### src/rtl/ascon_pack.sv
// Shared types and constants for the ASCON-128 decryption controller.
package ascon_pack;

   typedef enum logic [3:0] {
      IDLE,
      INIT,
      WAIT_AD,
      AD,
      WAIT_CT,
      CT,
      WAIT_FINAL,
      FINAL,
      END
   } type_state_ctrl;

   localparam logic [3:0] ROUND_FIRST_A = 4'h0;
   localparam logic [3:0] ROUND_FIRST_B = 4'h6;
   localparam logic [3:0] ROUND_LAST    = 4'hb;

endpackage

### src/rtl/counter_round.sv
// Loadable, enabled up-counter; used for both the round and block counters.
module counter_round #(
   parameter int W = 4
) (
   input  logic         clk_i,
   input  logic         rst_i,
   input  logic         load_i,
   input  logic [W-1:0] load_val_i,
   input  logic         en_i,
   output logic [W-1:0] cnt_o
);

   logic [W-1:0] cnt_q;
   logic [W-1:0] cnt_d;

   // Load wins over increment so a phase change always starts from a known round.
   always_comb begin
      cnt_d = cnt_q;
      if (load_i) begin
         cnt_d = load_val_i;
      end else if (en_i) begin
         cnt_d = cnt_q + W'(1);
      end
   end

   always_ff @(posedge clk_i or negedge rst_i) begin
      if (!rst_i) begin
         cnt_q <= '0;
      end else begin
         cnt_q <= cnt_d;
      end
   end

   assign cnt_o = cnt_q;

endmodule

### src/rtl/fsm_decrypt_ctrl.sv
// Moore controller sequencing the ASCON-128 decryption permutation datapath
// through init, one AD block, NB_BLOCKS ciphertext blocks and finalisation.
module fsm_decrypt_ctrl
   import ascon_pack::*;
#(
   parameter int NB_BLOCKS = 4
) (
   input  logic           clk_i,
   input  logic           rst_i,
   input  logic           start_i,
   input  logic           data_valid_i,
   output logic           sel_mux_perm_o,
   output logic           sel_muxData_perm_o,
   output logic [3:0]     round_o,
   output logic           write_enable_data_o,
   output logic           write_enable_cipher_o,
   output logic           write_enable_tag_o,
   output logic           en_xor_begin_data_o,
   output logic           en_xor_begin_key_o,
   output logic           en_xor_end_lsb_o,
   output logic           en_xor_end_key_o,
   output logic [2:0]     block_idx_o,
   output logic           busy_o,
   output logic           plain_valid_o,
   output logic           end_o,
   output type_state_ctrl state_o
);

   localparam logic [2:0] BLK_LAST = 3'(NB_BLOCKS - 1);

   type_state_ctrl state_q, state_d;
   logic           plain_valid_q, plain_valid_d;
   logic [3:0]     rnd_q;
   logic           rnd_load, rnd_en;
   logic [3:0]     rnd_load_val;
   logic [2:0]     blk_q;
   logic           blk_load, blk_en;

   counter_round #(.W(4)) u_round_cnt (
      .clk_i      (clk_i),
      .rst_i      (rst_i),
      .load_i     (rnd_load),
      .load_val_i (rnd_load_val),
      .en_i       (rnd_en),
      .cnt_o      (rnd_q)
   );

   counter_round #(.W(3)) u_block_cnt (
      .clk_i      (clk_i),
      .rst_i      (rst_i),
      .load_i     (blk_load),
      .load_val_i (3'd0),
      .en_i       (blk_en),
      .cnt_o      (blk_q)
   );

   // Handshake: data_valid_i is only looked at in WAIT_* states; one high
   // sample there consumes the word and enters the compute state next cycle.
   always_comb begin
      state_d               = state_q;
      rnd_load              = 1'b0;
      rnd_load_val          = ROUND_FIRST_A;
      rnd_en                = 1'b0;
      blk_load              = 1'b0;
      blk_en                = 1'b0;
      sel_mux_perm_o        = 1'b0;
      sel_muxData_perm_o    = 1'b0;
      write_enable_data_o   = 1'b0;
      write_enable_cipher_o = 1'b0;
      write_enable_tag_o    = 1'b0;
      en_xor_begin_data_o   = 1'b0;
      en_xor_begin_key_o    = 1'b0;
      en_xor_end_lsb_o      = 1'b0;
      en_xor_end_key_o      = 1'b0;
      end_o                 = 1'b0;
      unique case (state_q)
         IDLE: begin
            if (start_i) begin
               state_d  = INIT;
               rnd_load = 1'b1;
            end
         end
         INIT: begin
            write_enable_data_o = 1'b1;
            sel_mux_perm_o      = (rnd_q != ROUND_FIRST_A);
            en_xor_end_key_o    = (rnd_q == ROUND_LAST);
            if (rnd_q == ROUND_LAST) state_d = WAIT_AD;
            else                     rnd_en  = 1'b1;
         end
         WAIT_AD: begin
            if (data_valid_i) begin
               state_d      = AD;
               rnd_load     = 1'b1;
               rnd_load_val = ROUND_FIRST_B;
            end
         end
         AD: begin
            sel_mux_perm_o      = 1'b1;
            write_enable_data_o = 1'b1;
            en_xor_begin_data_o = (rnd_q == ROUND_FIRST_B);
            en_xor_end_lsb_o    = (rnd_q == ROUND_LAST);
            if (rnd_q == ROUND_LAST) begin
               state_d  = WAIT_CT;
               blk_load = 1'b1;
            end else begin
               rnd_en = 1'b1;
            end
         end
         WAIT_CT: begin
            if (data_valid_i) begin
               state_d      = CT;
               rnd_load     = 1'b1;
               rnd_load_val = ROUND_FIRST_B;
            end
         end
         CT: begin
            sel_mux_perm_o        = 1'b1;
            sel_muxData_perm_o    = 1'b1;
            write_enable_data_o   = 1'b1;
            en_xor_begin_data_o   = (rnd_q == ROUND_FIRST_B);
            write_enable_cipher_o = (rnd_q == ROUND_FIRST_B);
            if (rnd_q == ROUND_LAST) begin
               blk_en  = 1'b1;
               state_d = (blk_q + 3'd1 == BLK_LAST) ? WAIT_FINAL : WAIT_CT;
            end else begin
               rnd_en = 1'b1;
            end
         end
         WAIT_FINAL: begin
            if (data_valid_i) begin
               state_d  = FINAL;
               rnd_load = 1'b1;
            end
         end
         FINAL: begin
            sel_mux_perm_o        = 1'b1;
            sel_muxData_perm_o    = 1'b1;
            write_enable_data_o   = 1'b1;
            en_xor_begin_data_o   = (rnd_q == ROUND_FIRST_A);
            en_xor_begin_key_o    = (rnd_q == ROUND_FIRST_A);
            write_enable_cipher_o = (rnd_q == ROUND_FIRST_A);
            en_xor_end_key_o      = (rnd_q == ROUND_LAST);
            write_enable_tag_o    = (rnd_q == ROUND_LAST);
            if (rnd_q == ROUND_LAST) state_d = END;
            else                     rnd_en  = 1'b1;
         end
         END: begin
            end_o    = 1'b1;
            state_d  = IDLE;
            rnd_load = 1'b1;
            blk_load = 1'b1;
         end
         default: begin
            state_d  = IDLE;
            rnd_load = 1'b1;
            blk_load = 1'b1;
         end
      endcase
   end

   assign plain_valid_d = write_enable_cipher_o;

   always_ff @(posedge clk_i or negedge rst_i) begin
      if (!rst_i) begin
         state_q       <= IDLE;
         plain_valid_q <= 1'b0;
      end else begin
         state_q       <= state_d;
         plain_valid_q <= plain_valid_d;
      end
   end

   assign round_o       = rnd_q;
   assign busy_o        = (state_q != IDLE);
   assign plain_valid_o = plain_valid_q;
   assign state_o       = state_q;
   assign block_idx_o   = (state_q == CT || state_q == WAIT_CT ||
                           state_q == WAIT_FINAL || state_q == FINAL) ? blk_q : 3'd0;

endmodule

### config.mk
export PLATFORM = sky130hd
export DESIGN_NAME = fsm_decrypt_ctrl
export DESIGN_NICKNAME = d
export VERILOG_FILES = /design/src/rtl/ascon_pack.sv /design/src/rtl/counter_round.sv /design/src/rtl/fsm_decrypt_ctrl.sv
export SDC_FILE = /design/constraint.sdc
export NUM_CORES = 1
export LEC_CHECK = 0
export ABC_AREA = 1
export CORE_MARGIN = 3
export CORE_UTILIZATION = 35
export DETAILED_ROUTE_END_ITERATION = 10
export GPL_ROUTABILITY_DRIVEN = 1
export GPL_TIMING_DRIVEN = 0
export PLACE_DENSITY = 0.61
export SLEW_MARGIN = 10
export SYNTH_ARGS = -nofsm -noshare
export SYNTH_HDL_FRONTEND = slang
export SYNTH_HIERARCHICAL = 1
export SYNTH_SLANG_ARGS = --single-unit
### constraint.sdc
create_clock -name clk_i -period 2.2 [get_ports clk_i]
set_clock_uncertainty 0.2 [all_clocks]
set_input_delay 0.33 -clock clk_i [delete_from_list [all_inputs] [get_ports clk_i]]
set_output_delay 0.33 -clock clk_i [all_outputs]
set_load 0.005 [all_outputs]
==> results.txt <==
----------------------------------------------------
[Logic synthesis]
  Post-synthesis sequential element count ... 12
  Number of standard cells after synthesis ... 138
  Number of flops mapped to enable cells by yosys ... 0
  Area of the mapped netlist ... 902 sq um
  Mapped Avg Cell Area ... 6.54 sq um
  Total number of yosys warnings ... 6
  Sequential-to-total area share from yosys stat ... 0.333
  Share of synthesized registers carrying an async set or reset ... 1.00
  Distinct cells, synth ... 26
  Post-synth top flop ... sky130_fd_sc_hd__dfrtp_1

[Cells and area]
  Final design area excluding fillers ... 1400 sq um
  Area added between synthesis and finish ... 55.6%
  Number of nets in the finished design ... 194
  Antenna cells ... 0
  Proportion of layout cells with a drive suffix above 1 ... 0.299
  Util after Layout ... 0.606

[STA]
  Total setup violations reported at the end of the flow ... 0
  Fmax ... 464 MHz
  Worst Hold Margin ... 0.219 ns
  Count of final hold-check violations ... 0
  Max-slew headroom at the worst pin ... 0.594
  Post-layout min period ... 2.16 ns
  Actual slew at the worst max-slew pin ... 0.607 ns
  Final period utilization ... 0.980
  Number of pins with negative max-slew slack in the final report ... 0

[Floorplanning]
  Floorplan die area ... 3220 sq um
  Effective utilization at floorplan ... 0.389
  Area of the core ... 2320 sq um
  Ports placed on the boundary ... 27
  Die outline width ... 56.8 um
  Die height ... 56.8 um
  Number of cell rows ... 17

[Setup path]
  Delay of the slowest cell on the worst path ... 0.45 ns
  Nature of the critical path endpoint ... output pin
  Required time at the endpoint of the critical path ... 1.67 ns
  Sequence of cells on the critical path ... buf_4 > nor2_2 > nand2_1 > clkdlybuf4s50_1
  Cell family contributing the most delay on the critical path ... buffers and inverters
  Combined buffer and inverter count along the critical path ... 2
  CP max-delay cell ... sky130_fd_sc_hd__clkdlybuf4s50_1
  Start-to-end type of the worst setup path ... reg -> out
  Largest fanout on the critical path ... 5
  Startpoint class of the critical path ... flop
  Arrival @ worst endpoint ... 1.63 ns

[Drt]
  Drc violations ... 0
  Wire length per cell after detailed routing ... 12.3 um
  Via count normalized by instance count ... 4.71
  Drt pass-1 iters ... 4
  Count of nets left with antenna violations after detail routing ... 0
  Drt initial violations ... 12
  Final WL ... 2650 um
  Vias after detailed routing ... 1013

[CTS]
  Clock transition at the register clock pins on the worst setup and hold paths after CTS ... 0.09 ns
  Root cell of the clock tree ... sky130_fd_sc_hd__clkbuf_4
  Insertion delay to the later sink of the worst-skew pair ... 0.28 ns
  Clock tree from TritonCTS ... done
  CTS buffer count ... 3
  Clk sink count ... 12
  H-tree lvl count ... 1
  Maximum count of clock buffers along a single path ... 2

[Power]
  Maximum resistive drop on vdd ... 0.000801 V
  P_leak ... 0.716 nW
  Power density relative to cell area ... 1310 nW/um^2

[GRT]
  Initial antenna violation count ... 0
  Number of global-route vias before repair ... 1023
  Global-route congestion overflow total ... 0
  First-pass GRT wire length ... 4370 um
  Overall track demand over capacity in global routing ... 0.171
  Largest net degree at the start of global routing ... 13

[Run]
  Number of maximum-capacitance constraint violations ... 0

[Run status]
  Result of the run ... finished, final reports clean

[Placement]
  Count of input and output buffers ... 26
  Gp weighted congestion ... 0.806
  Half-perimeter wire length after detailed placement ... 1850 um
  Instance area at placement ... 1210 sq um

[Min path]
  Hold/Removal Path Class ... in -> async

----------------------------------------------------
layout make-up:
class	instances	area, sq um
Fill cell	221	915
Buffer	1	11.3
Tap cell	28	35.0
Clock buffer	4	36.3
Sequential cell	12	308
Timing Repair Buffer	41	363
Multi-Input combinational cell	102	547
Inverter	27	104
power by group:
part | switching (W) | internal (W)
registers | 0.0000889 | 0.000324
logic | 0.000658 | 0.000579
clock network | 0.0000872 | 0.000101
total | 0.000834 | 0.00100
final timing paths:
check | startpoint | endpoint | slack, ns | depth (start not counted)
max | state_o[0] | busy_o | 0.04 | 4
min | rst_i | state_o[1] | 0.22 | 1
max reg2reg | state_o[3] | u_block_cnt/cnt_o[2] | 0.30 | 10
min reg2reg | u_block_cnt/cnt_o[1] | u_block_cnt/cnt_o[1] | 0.36 | 2
max in group asynchronous | rst_i | u_round_cnt/cnt_o[3] | 1.15 | 1
min in group clk_i | u_block_cnt/cnt_o[1] | u_block_cnt/cnt_o[1] | 0.36 | 2
timing repair:
| action | in CTS | in global routing |
|---|---|---|
| buffers inserted | 13 | 2 |
| gates resized for setup | 21 | 10 |
| setup endpoints to repair | 7 | 5 |
| pin swaps | 1 | 1 |
| hold buffers | 0 | 0 |
per-layer routing:
layer  track usage  vias up  part of all wire
met4        0.0695        0             0.017
met2         0.305       15              0.51
li1              -      520                 -
met1         0.207      474              0.45
met3        0.0161        4             0.026
met5             0        -                 0
flip-flops by register name, indices dropped and copies added, names as in the netlist:
| signal | flops |
|---|---|
| plain_valid_o | 1 |
| u_block_cnt/cnt_o | 3 |
| state_o | 4 |
| u_round_cnt/cnt_o | 4 |
placed cells by master (no fill, tap or decap), types with 2 or more instances in the layout:
master                            count
sky130_fd_sc_hd__clkdlybuf4s50_1     18
sky130_fd_sc_hd__nand2_2              5
sky130_fd_sc_hd__clkbuf_4             3
sky130_fd_sc_hd__clkbuf_2             2
sky130_fd_sc_hd__nand3_1              8
sky130_fd_sc_hd__inv_2                7
sky130_fd_sc_hd__inv_1               19
sky130_fd_sc_hd__dfrtp_1              6
sky130_fd_sc_hd__nor3_1               2
sky130_fd_sc_hd__ha_1                 2
sky130_fd_sc_hd__nand2_1             37
sky130_fd_sc_hd__dlygate4sd2_1        5
sky130_fd_sc_hd__o21ai_1              3
sky130_fd_sc_hd__conb_1               5
sky130_fd_sc_hd__nor2_2               6
sky130_fd_sc_hd__nor2_1              14
sky130_fd_sc_hd__nand4_1              3
sky130_fd_sc_hd__o21ai_0              2
sky130_fd_sc_hd__buf_4               14
sky130_fd_sc_hd__buf_6                2
sky130_fd_sc_hd__nor3_2               2
sky130_fd_sc_hd__dfrtp_2              6
kinds of logic (layout without fill, tap and decap cells):
kind of cell / count (synthesis) / after routing / share of synthesized area
AND/OR/NAND/NOR: 82 / 82 / 0.417
buffers and inverters: 28 / 73 / 0.125
flip-flops: 12 / 12 / 0.333
AO/OA/AOI/OAI: 11 / 11 / 0.0735
adder cells (fa/ha/maj): 2 / 2 / 0.0277
XOR/XNOR: 2 / 2 / 0.0194
other: 1 / 5 / 0.00416
cells in the mapped netlist, types with 2 or more instances:
| cell | instances | area [sq um] |
|---|---|---|
| sky130_fd_sc_hd__dfrtp_1 | 12 | 300 |
| sky130_fd_sc_hd__ha_1 | 2 | 25.0 |
| sky130_fd_sc_hd__inv_1 | 20 | 75.1 |
| sky130_fd_sc_hd__inv_2 | 7 | 26.3 |
| sky130_fd_sc_hd__nand2_1 | 37 | 139 |
| sky130_fd_sc_hd__nand2_2 | 6 | 37.5 |
| sky130_fd_sc_hd__nand3_1 | 9 | 45.0 |
| sky130_fd_sc_hd__nand4_1 | 3 | 18.8 |
| sky130_fd_sc_hd__nor2_1 | 17 | 63.8 |
| sky130_fd_sc_hd__nor2_2 | 3 | 18.8 |
| sky130_fd_sc_hd__nor3_1 | 3 | 15.0 |
| sky130_fd_sc_hd__o21ai_0 | 3 | 15.0 |
| sky130_fd_sc_hd__o21ai_1 | 3 | 15.0 |
worst reg2reg max path, cell delays in order, from the launching register on:
cell	delay [ns]
sky130_fd_sc_hd__dfrtp_1	0.40
sky130_fd_sc_hd__inv_2	0.09
sky130_fd_sc_hd__buf_6	0.13
sky130_fd_sc_hd__nand2_8	0.07
sky130_fd_sc_hd__inv_4	0.07
sky130_fd_sc_hd__buf_4	0.10
sky130_fd_sc_hd__nand3_1	0.08
sky130_fd_sc_hd__o21ai_1	0.38
sky130_fd_sc_hd__nor2_2	0.10
sky130_fd_sc_hd__a21oi_2	0.13
sky130_fd_sc_hd__nand2_1	0.05
stage by stage:
stage	setup TNS (ns)	power [W]	std cells	setup WS (ns)
CTS	0	0.00179	213	0.000110
finish	0	0.00184	215	0.0430
floorplan	0	0.00104	142	0.545
detailed placement	-0.00385	0.00144	196	-0.00385
global placement	-0.00100	0.00141	196	-0.00100
global route	-0.00762	0.00201	215	-0.00409
Note: power is estimated with default switching activity, not from simulation.
